==> config.mk <==
export PLATFORM = sky130hd
export DESIGN_NAME = spi_host_arbiter
export DESIGN_NICKNAME = d
export VERILOG_FILES = /design/src/rtl/spi_host_arbiter_pkg.sv /design/src/rtl/spi_host_arbiter_rr_arb.sv /design/src/rtl/spi_host_arbiter.sv
export SDC_FILE = /design/constraint.sdc
export NUM_CORES = 1
export LEC_CHECK = 0
export BUFFER_PORTS_ARGS = -buffer_cell sky130_fd_sc_hd__buf_2
export CORE_MARGIN = 2
export CORE_UTILIZATION = 49
export CTS_CLUSTER_SIZE = 16
export DETAILED_ROUTE_END_ITERATION = 8
export HOLD_SLACK_MARGIN = 0.02
export PLACE_DENSITY = 0.84
export SYNTH_ARGS = -nofsm -noshare
export SYNTH_HDL_FRONTEND = slang
export SYNTH_SLANG_ARGS = --single-unit
==> constraint.sdc <==
create_clock -name host_clk -period 7.31 [get_ports host_clk]
set_input_delay 0.3655 -clock host_clk [delete_from_list [all_inputs] [get_ports host_clk]]
set_output_delay 0.3655 -clock host_clk [all_outputs]
set_load 0.02 [all_outputs]
==> src/rtl/spi_host_arbiter_pkg.sv <==
// Shared constants, state encoding and frame-width helper for the SPI host arbiter.
// Frame layout is {cmd, addr, 1'b0, data}, MSB first.
package spi_host_arbiter_pkg;

   localparam logic [1:0] CMD_WR = 2'b10;
   localparam logic [1:0] CMD_RD = 2'b01;

   localparam int DEF_CW = 2;
   localparam int DEF_AW = 19;
   localparam int DEF_DW = 16;

   typedef enum logic [1:0] {
      ST_IDLE = 2'd0,
      ST_ARB  = 2'd1,
      ST_SEND = 2'd2,
      ST_GAP  = 2'd3
   } arb_state_e;

   function automatic int frame_width(input int cw, input int aw, input int dw);
      return cw + aw + 1 + dw;
   endfunction

endpackage

==> src/rtl/spi_host_arbiter_rr_arb.sv <==
// Combinational round-robin picker: first asserted request at or after the pointer,
// wrapping modulo NREQ; returns a one-hot grant, its index and a valid flag.
module spi_host_arbiter_rr_arb #(
   parameter int NREQ = 4
) (
   input  logic [NREQ-1:0]         req_i,
   input  logic [$clog2(NREQ)-1:0] ptr_i,
   output logic [NREQ-1:0]         gnt_oh_o,
   output logic [$clog2(NREQ)-1:0] gnt_idx_o,
   output logic                    gnt_vld_o
);

   localparam int IW = $clog2(NREQ);

   logic [IW:0]   sum_s;
   logic [IW-1:0] cand_s;
   logic          hit_s;

   // Scan candidates in priority order from the pointer; the first hit sticks.
   always_comb begin
      gnt_oh_o  = '0;
      gnt_idx_o = '0;
      gnt_vld_o = 1'b0;
      sum_s     = '0;
      cand_s    = '0;
      hit_s     = 1'b0;
      for (int i = 0; i < NREQ; i++) begin
         sum_s = {1'b0, ptr_i} + (IW+1)'(i);
         if (sum_s >= (IW+1)'(NREQ)) begin
            cand_s = IW'(sum_s - (IW+1)'(NREQ));
         end else begin
            cand_s = sum_s[IW-1:0];
         end
         hit_s            = !gnt_vld_o && req_i[cand_s];
         gnt_oh_o[cand_s] = gnt_oh_o[cand_s] | hit_s;
         gnt_idx_o        = hit_s ? cand_s : gnt_idx_o;
         gnt_vld_o        = gnt_vld_o | hit_s;
      end
   end

endmodule

==> src/rtl/spi_host_arbiter.sv <==
// Round-robin scheduler sharing one spi_master between NREQ register-access requesters.
// Optional watchdog on the SEND state is enabled by defining SPI_ARB_TIMEOUT_EN.
module spi_host_arbiter
   import spi_host_arbiter_pkg::*;
#(
   parameter int NREQ    = 4,
   parameter int CW      = DEF_CW,
   parameter int AW      = DEF_AW,
   parameter int DW      = DEF_DW,
   parameter int SW      = 38,
   parameter int GAP     = 8,
   parameter int TIMEOUT = 1024
) (
   input  logic                 host_clk,
   input  logic                 host_rst_n,
   input  logic [NREQ-1:0]      req_valid,
   output logic [NREQ-1:0]      req_ready,
   input  logic [NREQ-1:0]      req_wr,
   input  logic [NREQ*AW-1:0]   req_addr,
   input  logic [NREQ*DW-1:0]   req_wdata,
   output logic [NREQ-1:0]      req_done,
   output logic                 req_err,
   output logic                 busy,
   output logic [SW-1:0]        tx_mosi_data,
   output logic                 tx_mosi_enable,
   input  logic                 tx_mosi_done
);

   localparam int IW = $clog2(NREQ);
   localparam int GW = $clog2(GAP + 1);

   generate
      if ((SW != frame_width(CW, AW, DW)) || (GAP < 1) || (TIMEOUT < 2) || (NREQ < 2) || (NREQ > 8)) begin : g_bad_cfg
         $error("spi_host_arbiter: inconsistent parameters");
      end
   endgenerate

   arb_state_e      state_q;
   logic [IW-1:0]   ptr_q;
   logic [NREQ-1:0] gnt_q;
   logic [NREQ-1:0] req_ready_q;
   logic [NREQ-1:0] req_done_q;
   logic            busy_q;
   logic [SW-1:0]   data_q;
   logic            en_q;
   logic [GW-1:0]   gap_cnt_q;

   logic [NREQ-1:0] gnt_oh_s;
   logic [IW-1:0]   gnt_idx_s;
   logic            gnt_vld_s;
   logic [IW-1:0]   ptr_d;
   logic [AW-1:0]   addr_sel_s;
   logic [DW-1:0]   wdata_sel_s;
   logic [SW-1:0]   frame_d;

   spi_host_arbiter_rr_arb #(.NREQ(NREQ)) u_rr_arb (
      .req_i     (req_valid),
      .ptr_i     (ptr_q),
      .gnt_oh_o  (gnt_oh_s),
      .gnt_idx_o (gnt_idx_s),
      .gnt_vld_o (gnt_vld_s)
   );

   // Candidate frame for the current pick; read data field is forced to zero.
   always_comb begin
      addr_sel_s  = req_addr[int'(gnt_idx_s)*AW +: AW];
      wdata_sel_s = req_wdata[int'(gnt_idx_s)*DW +: DW];
      if (req_wr[gnt_idx_s]) begin
         frame_d = {CW'(CMD_WR), addr_sel_s, 1'b0, wdata_sel_s};
      end else begin
         frame_d = {CW'(CMD_RD), addr_sel_s, 1'b0, {DW{1'b0}}};
      end
      if (gnt_idx_s == IW'(NREQ - 1)) begin
         ptr_d = '0;
      end else begin
         ptr_d = gnt_idx_s + IW'(1);
      end
   end

`ifdef SPI_ARB_TIMEOUT_EN
   localparam int TW_RAW = $clog2(TIMEOUT + 1);
   localparam int TW     = (TW_RAW > 11) ? TW_RAW : 11;
   logic [TW-1:0] tmo_cnt_q;
   logic          req_err_q;
`endif

   // Main FSM with registered handshake, frame and status outputs.
   always_ff @(posedge host_clk) begin
      if (!host_rst_n) begin
         state_q     <= ST_IDLE;
         ptr_q       <= '0;
         gnt_q       <= '0;
         req_ready_q <= '0;
         req_done_q  <= '0;
         busy_q      <= 1'b0;
         data_q      <= '0;
         en_q        <= 1'b0;
         gap_cnt_q   <= '0;
`ifdef SPI_ARB_TIMEOUT_EN
         tmo_cnt_q   <= '0;
         req_err_q   <= 1'b0;
`endif
      end else begin
         req_ready_q <= '0;
         req_done_q  <= '0;
`ifdef SPI_ARB_TIMEOUT_EN
         req_err_q   <= 1'b0;
`endif
         case (state_q)
            ST_IDLE: begin
               en_q <= 1'b0;
               if (|req_valid) begin
                  state_q <= ST_ARB;
                  busy_q  <= 1'b1;
               end else begin
                  busy_q  <= 1'b0;
               end
            end
            ST_ARB: begin
               en_q <= 1'b0;
               if (gnt_vld_s) begin
                  req_ready_q <= gnt_oh_s;
                  gnt_q       <= gnt_oh_s;
                  data_q      <= frame_d;
                  ptr_q       <= ptr_d;
                  state_q     <= ST_SEND;
`ifdef SPI_ARB_TIMEOUT_EN
                  tmo_cnt_q   <= '0;
`endif
               end else begin
                  state_q <= ST_IDLE;
                  busy_q  <= 1'b0;
               end
            end
            ST_SEND: begin
               // Done only counts once the frame request is actually visible to the master.
               if (tx_mosi_done && en_q) begin
                  en_q       <= 1'b0;
                  req_done_q <= gnt_q;
                  gap_cnt_q  <= '0;
                  state_q    <= ST_GAP;
`ifdef SPI_ARB_TIMEOUT_EN
               end else if (tmo_cnt_q == TW'(TIMEOUT - 1)) begin
                  en_q       <= 1'b0;
                  req_done_q <= gnt_q;
                  req_err_q  <= 1'b1;
                  gap_cnt_q  <= '0;
                  state_q    <= ST_GAP;
               end else begin
                  en_q       <= 1'b1;
                  tmo_cnt_q  <= tmo_cnt_q + TW'(1);
               end
`else
               end else begin
                  en_q       <= 1'b1;
               end
`endif
            end
            ST_GAP: begin
               en_q <= 1'b0;
               if (gap_cnt_q == GW'(GAP - 1)) begin
                  if (|req_valid) begin
                     state_q <= ST_ARB;
                  end else begin
                     state_q <= ST_IDLE;
                     busy_q  <= 1'b0;
                  end
               end else begin
                  gap_cnt_q <= gap_cnt_q + GW'(1);
               end
            end
            default: begin
               state_q <= ST_IDLE;
               busy_q  <= 1'b0;
               en_q    <= 1'b0;
            end
         endcase
      end
   end

   assign req_ready      = req_ready_q;
   assign req_done       = req_done_q;
   assign busy           = busy_q;
   assign tx_mosi_data   = data_q;
   assign tx_mosi_enable = en_q;
`ifdef SPI_ARB_TIMEOUT_EN
   assign req_err        = req_err_q;
`else
   assign req_err        = 1'b0;
`endif

endmodule

# Yosys cells after proc, flatten, opt, wreduce, memory -nomap -nowiden
# Cells that the tools add are included.
classes:
  eq_ne: 11
  order_cmp: 13
  bitwise: 8
  reduce_logical: 22
  add_sub_neg: 9
  shifts: 2
  muxes: 55
  multipliers: 1
op_table:
  columns: ["operator", "count"]
  rows:
  - ["$shiftx 76x8->19", 1]
  - ["$shiftx 64x7->16", 1]
  - ["$mux 38", 1]
  - ["$mux 2", 13]
  - ["$mux 1", 19]
  - ["$bmux 1 s2", 9]
  - ["$lt 2x3->1 const B", 5]
  - ["$bwmux 4", 3]
  - ["$ne 2x2->1 const B", 6]
  - ["$reduce_and 3->1", 4]
  - ["$ge 3x3->1 const B", 3]
  - ["$demux 1 s2", 4]
  - ["$ge 2x1->1 const B", 4]
  - ["$logic_and 1x1->1", 8]
  - ["$mux 4", 2]
  - ["$pmux 2 s4", 1]
  - ["$pmux 4 s2", 1]
  - ["$sub 2x1->2 const B", 4]
  - ["$mul 2x5->7 const B", 1]
  - ["$or 1x1->1", 7]
  - ["$add 2x2->3 const B", 2]
  - ["$eq 2x2->1 const B", 3]
  - ["$add 4x1->4 const B", 1]
  - ["$and 4x4->4", 1]
  - ["15 further kinds", 17]
totals:
  input_bits: 151
  reg_bits: 60
  word_cells: 130

# Logic depth before layout (Yosys ltp)
logic_depth:
  depth_word: 19
  mapped_depth: 15

# Hierarchy
# From an unflattened synthesis, not the netlist that was laid out.
unflattened:
  cells_unflattened: 399
  area_unflattened_um2: 3885.0
by_module_without_submodules:
  columns: ["module", "area_each_um2", "cells_per_inst", "n_inst", "seq_area_each_um2"]
  rows:
  - ["spi_host_arbiter", 3121.7, 302, 1, 1181.1]
  - ["spi_host_arbiter_rr_arb", 763.2, 97, 1, 0.0]

# Worst setup path after synthesis
# OpenSTA, ideal clock, no wires.
synth_timing:
  path_type: "reg-to-reg"
  from: "reg with a tool-made name"
  to: "reg data_q[10] (netlist: tx_mosi_data[10])"
  setup_time_ns: 0.117
  synth_period_minus_slack_ns: 4.089
  t_arrival_ns: 3.972
  path_slack_ns: 3.221
  stages_incl_launch_ff: 16
  path_cell_list: "dfxtp_1 -> clkbuf_1 -> clkbuf_1 -> inv_1 -> ha_1 -> buf_6 -> mux4_2 -> nor3b_1 -> or2_0 -> o41a_1 -> buf_6 -> mux4_2 -> and2_4 -> buf_6 -> buf_6 -> a22o_1"
synth_rtl:
  columns: ["element", "line_no", "rtl"]
  rows:
  - ["to (signal assigned)", "spi_host_arbiter.sv:124", "data_q <= frame_d;"]
  - ["to (decl)", "spi_host_arbiter.sv:44", "logic [SW-1:0] data_q;"]

==> impl_metrics.env <==
export IMPL_outcome="finished, final reports clean"
export IMPL_cpPeakStageDelay_ns=0.91
export IMPL_async_flop_share_pct=0
export IMPL_finalSetupViolCount=0
export IMPL_htreeDepth=3
export IMPL_synth_flop_cell="dfxtp_1"
export IMPL_top_layer="met4"
export IMPL_antenna_found_initial=0
export IMPL_wl_um=10800
export IMPL_ant_nets=0
export IMPL_p_leak_uw=0.00212
export IMPL_cts_tree="yes"
export IMPL_drc=0
export IMPL_drive_gt1_share_pct=48.2
export IMPL_crit_arrival_ns=5.09
export IMPL_path_class="reg2reg"
export IMPL_max_cap_violations=0
export IMPL_ys_types=55
export IMPL_avgSynthCellArea_um2=10.1
export IMPL_place_ws_ns=2.47
export IMPL_rsz0062_at_grt="no"
export IMPL_gp_congestion=0.895
export IMPL_crit_path_end_kind="flip-flop"
export IMPL_holdBufCountCts=0
export IMPL_wl_per_cell_um=16.9
export IMPL_critPathTopFamily="multiplexers"
export IMPL_seq_power_share_pct=30.6
export IMPL_hold_ws_ns=0.258
export IMPL_io_buffer_count=197
export IMPL_die_h_um=90.0
export IMPL_p_per_area_mw_per_mm2=280
export IMPL_max_freq_mhz=205
export IMPL_finalHoldViolCount=0
export IMPL_design_area_mm2=0.00478
export IMPL_root_buffer="clkbuf_8"
export IMPL_cpMaxStageDelayCell="dfxtp_1"
export IMPL_overflow=0
export IMPL_vias=3653
export IMPL_clk_latency_ns=0.34
export IMPL_core_mm2=0.00721
export IMPL_synth_warnings=0
export IMPL_clock_sinks=59
export IMPL_synth_enable_flop_cells=0
export IMPL_hold_path_class="in2reg"
export IMPL_crit_chain="inv_1, ha_1, mux4_2, nor3b_1, o31ai_1, o41a_2, buf_4, mux4_2, and2_4, a22o_1"
export IMPL_area_growth_syn_to_layout_pct=32.1
export IMPL_cts_clk_slew_worst_paths_ns=0.06
export IMPL_cp_required_ns=7.53
export IMPL_final_cell_mix="197 x buf_2, 59 x dfxtp_1, 58 x nand2_1"
export IMPL_dieWidth_um=90.0
export IMPL_slew_headroom_pct=17.6
export IMPL_wl_met2_um=5610
export IMPL_power_switching_uw=502
export IMPL_swShare_pct=37.5
export IMPL_via_per_inst=5.70
export IMPL_wl_met1_um=4250
export IMPL_fin_tns_setup_ns=0
export IMPL_core_rowCount=31
export IMPL_die_area_mm2=0.00809
export IMPL_irDropWorstVdd_v=0.000124
export IMPL_combPwrFrac_pct=49.6
export IMPL_min_period_ns=4.87
export IMPL_dp_hpwl_um=8380
export IMPL_drt_pass1_iter_count=5
export IMPL_drt_initial_drc_count=145
export IMPL_grt_max_degree=38
export IMPL_place_area_mm2=0.00461
export IMPL_worst_slew_pin_transition_ns=1.24
export IMPL_postCtsSetupRepairBufs=0
export IMPL_cp_common_cell="mux4_2"
export IMPL_grtUsageTotal_pct=26.4
export IMPL_yosysSeqAreaShare_pct=32.6
export IMPL_crit_buf_inv=2
export IMPL_skew_ns=0.0103
export IMPL_grt_pass1_vias=3499
export IMPL_cts_buffers=9
export IMPL_cp_max_fo=37
export IMPL_ys_ff_latch=59
export IMPL_fin_ws_ns=2.44
export IMPL_p_clk_share_pct=19.8
export IMPL_slew_viol_final=0
export IMPL_fillCellCount=594
export IMPL_final_common_cell="buf_2"
export IMPL_cts_buffer_depth=2
export IMPL_dr_wl_met3_um=713
export IMPL_ioPinCount=200
export IMPL_netlist_area_mm2=0.00362
export IMPL_layout_nets=693
export IMPL_syn_inst=358
export IMPL_fin_crit_sh_pct=66.6
export IMPL_dp_cells=625
export IMPL_post_cts_resized=0
export IMPL_n_antenna_cell=0
export IMPL_start_util_pct=50.2
export IMPL_p_int_uw=836
export IMPL_layout_cells_non_filler=641
export IMPL_startpoint_type="flip-flop"
export IMPL_grt_pass1_wl_um=17100
## cell families (layout without fill, tap and decap cells)
logic type / after synthesis / after routing / share of synthesized area [%]
XOR/XNOR: 5 / 5 / 1.21
AO/OA/AOI/OAI: 84 / 84 / 16.9
AND/OR/NAND/NOR: 118 / 118 / 15.5
other: 1 / 2 / 0.104
flip-flops: 59 / 59 / 32.6
buffers and inverters: 39 / 222 / 5.22
multiplexers: 47 / 47 / 26.7
adder cells (fa/ha/maj): 5 / 5 / 1.73
## routing by layer
metal  vias up  track usage, %
met2       178            45.1
met3        29            4.61
met4         0            9.87
met1      1736            33.6
met5         -               0
li1       1710               -
## worst reg2reg max path, delay by kind of cell, from the launching register on
kind                     cells  cell delay, ns
adder cells (fa/ha/maj)      1            0.72
AND/OR/NAND/NOR              2            0.43
flip-flops                   1            0.91
AO/OA/AOI/OAI                3            0.69
buffers and inverters        2            0.76
multiplexers                 2            1.25
## worst paths after layout
check | start | to | slack, ns | cells after the start
min | tx_mosi_done | tx_mosi_enable | 0.26 | 2
min reg2reg | tx_mosi_data[20] | tx_mosi_data[20] | 0.46 | 2
max | flip-flop | tx_mosi_data[3] | 2.44 | 10
max reg2reg | flip-flop | tx_mosi_data[3] | 2.44 | 10
## Yosys cell counts (3+ instances only)
cell | instances | area share (%)
clkbuf_1 | 23 | 2.4
a2111o_1 | 4 | 1.2
nand2_1 | 58 | 6.0
o31ai_1 | 3 | 0.62
inv_1 | 6 | 0.62
o21ai_0 | 24 | 3.3
nor4_1 | 5 | 0.86
mux2i_1 | 4 | 1.1
buf_2 | 4 | 0.55
nand2b_1 | 3 | 0.52
xor2_1 | 3 | 0.73
nor4bb_1 | 3 | 0.83
a22o_1 | 17 | 4.1
nor3b_1 | 5 | 1.0
and2_1 | 6 | 1.0
o211ai_1 | 6 | 1.2
a21oi_1 | 8 | 1.1
nor2_1 | 24 | 2.5
a311oi_1 | 4 | 0.97
dfxtp_1 | 59 | 33
buf_6 | 4 | 1.2
ha_1 | 5 | 1.7
mux4_2 | 38 | 24
mux2_2 | 4 | 1.2
## per-stage QoR
stage,power (uW),util [%]
after floorplan,927,-
after global placement,1060,63.9
after detailed placement,1080,63.9
after CTS,1340,66.3
after global routing,1420,66.3
final,1340,66.3
## sequential cells by signal, indices dropped and copies added, names as in the netlist, named ones only
register	cells
tx_mosi_enable	1
tx_mosi_data	37
busy	1
req_ready	4
gap_cnt_q	4
gnt_q	4
ptr_q	1
state_q	1
req_done	4
## power by group through the flow
stage	clock network, uW	logic, uW	registers (uW)
3_3_place_gp	0	648	412
6_report	265	664	409
2_1_floorplan	0	478	448
5_1_grt	283	720	416
3_5_place_dp	0	662	415
4_1_cts	268	664	408
## cell type report
cell class,count,area [um2],share of cell area [%]
multi-input combinational,261,2270,47.5
clock inverter,1,7.51,0.157
sequential,59,1180,24.7
clock buffer,15,166,3.48
tap,99,124,2.59
timing repair buffer,200,1010,21.1
inverter,6,22.5,0.471
Power figures use the tool's default switching activity.
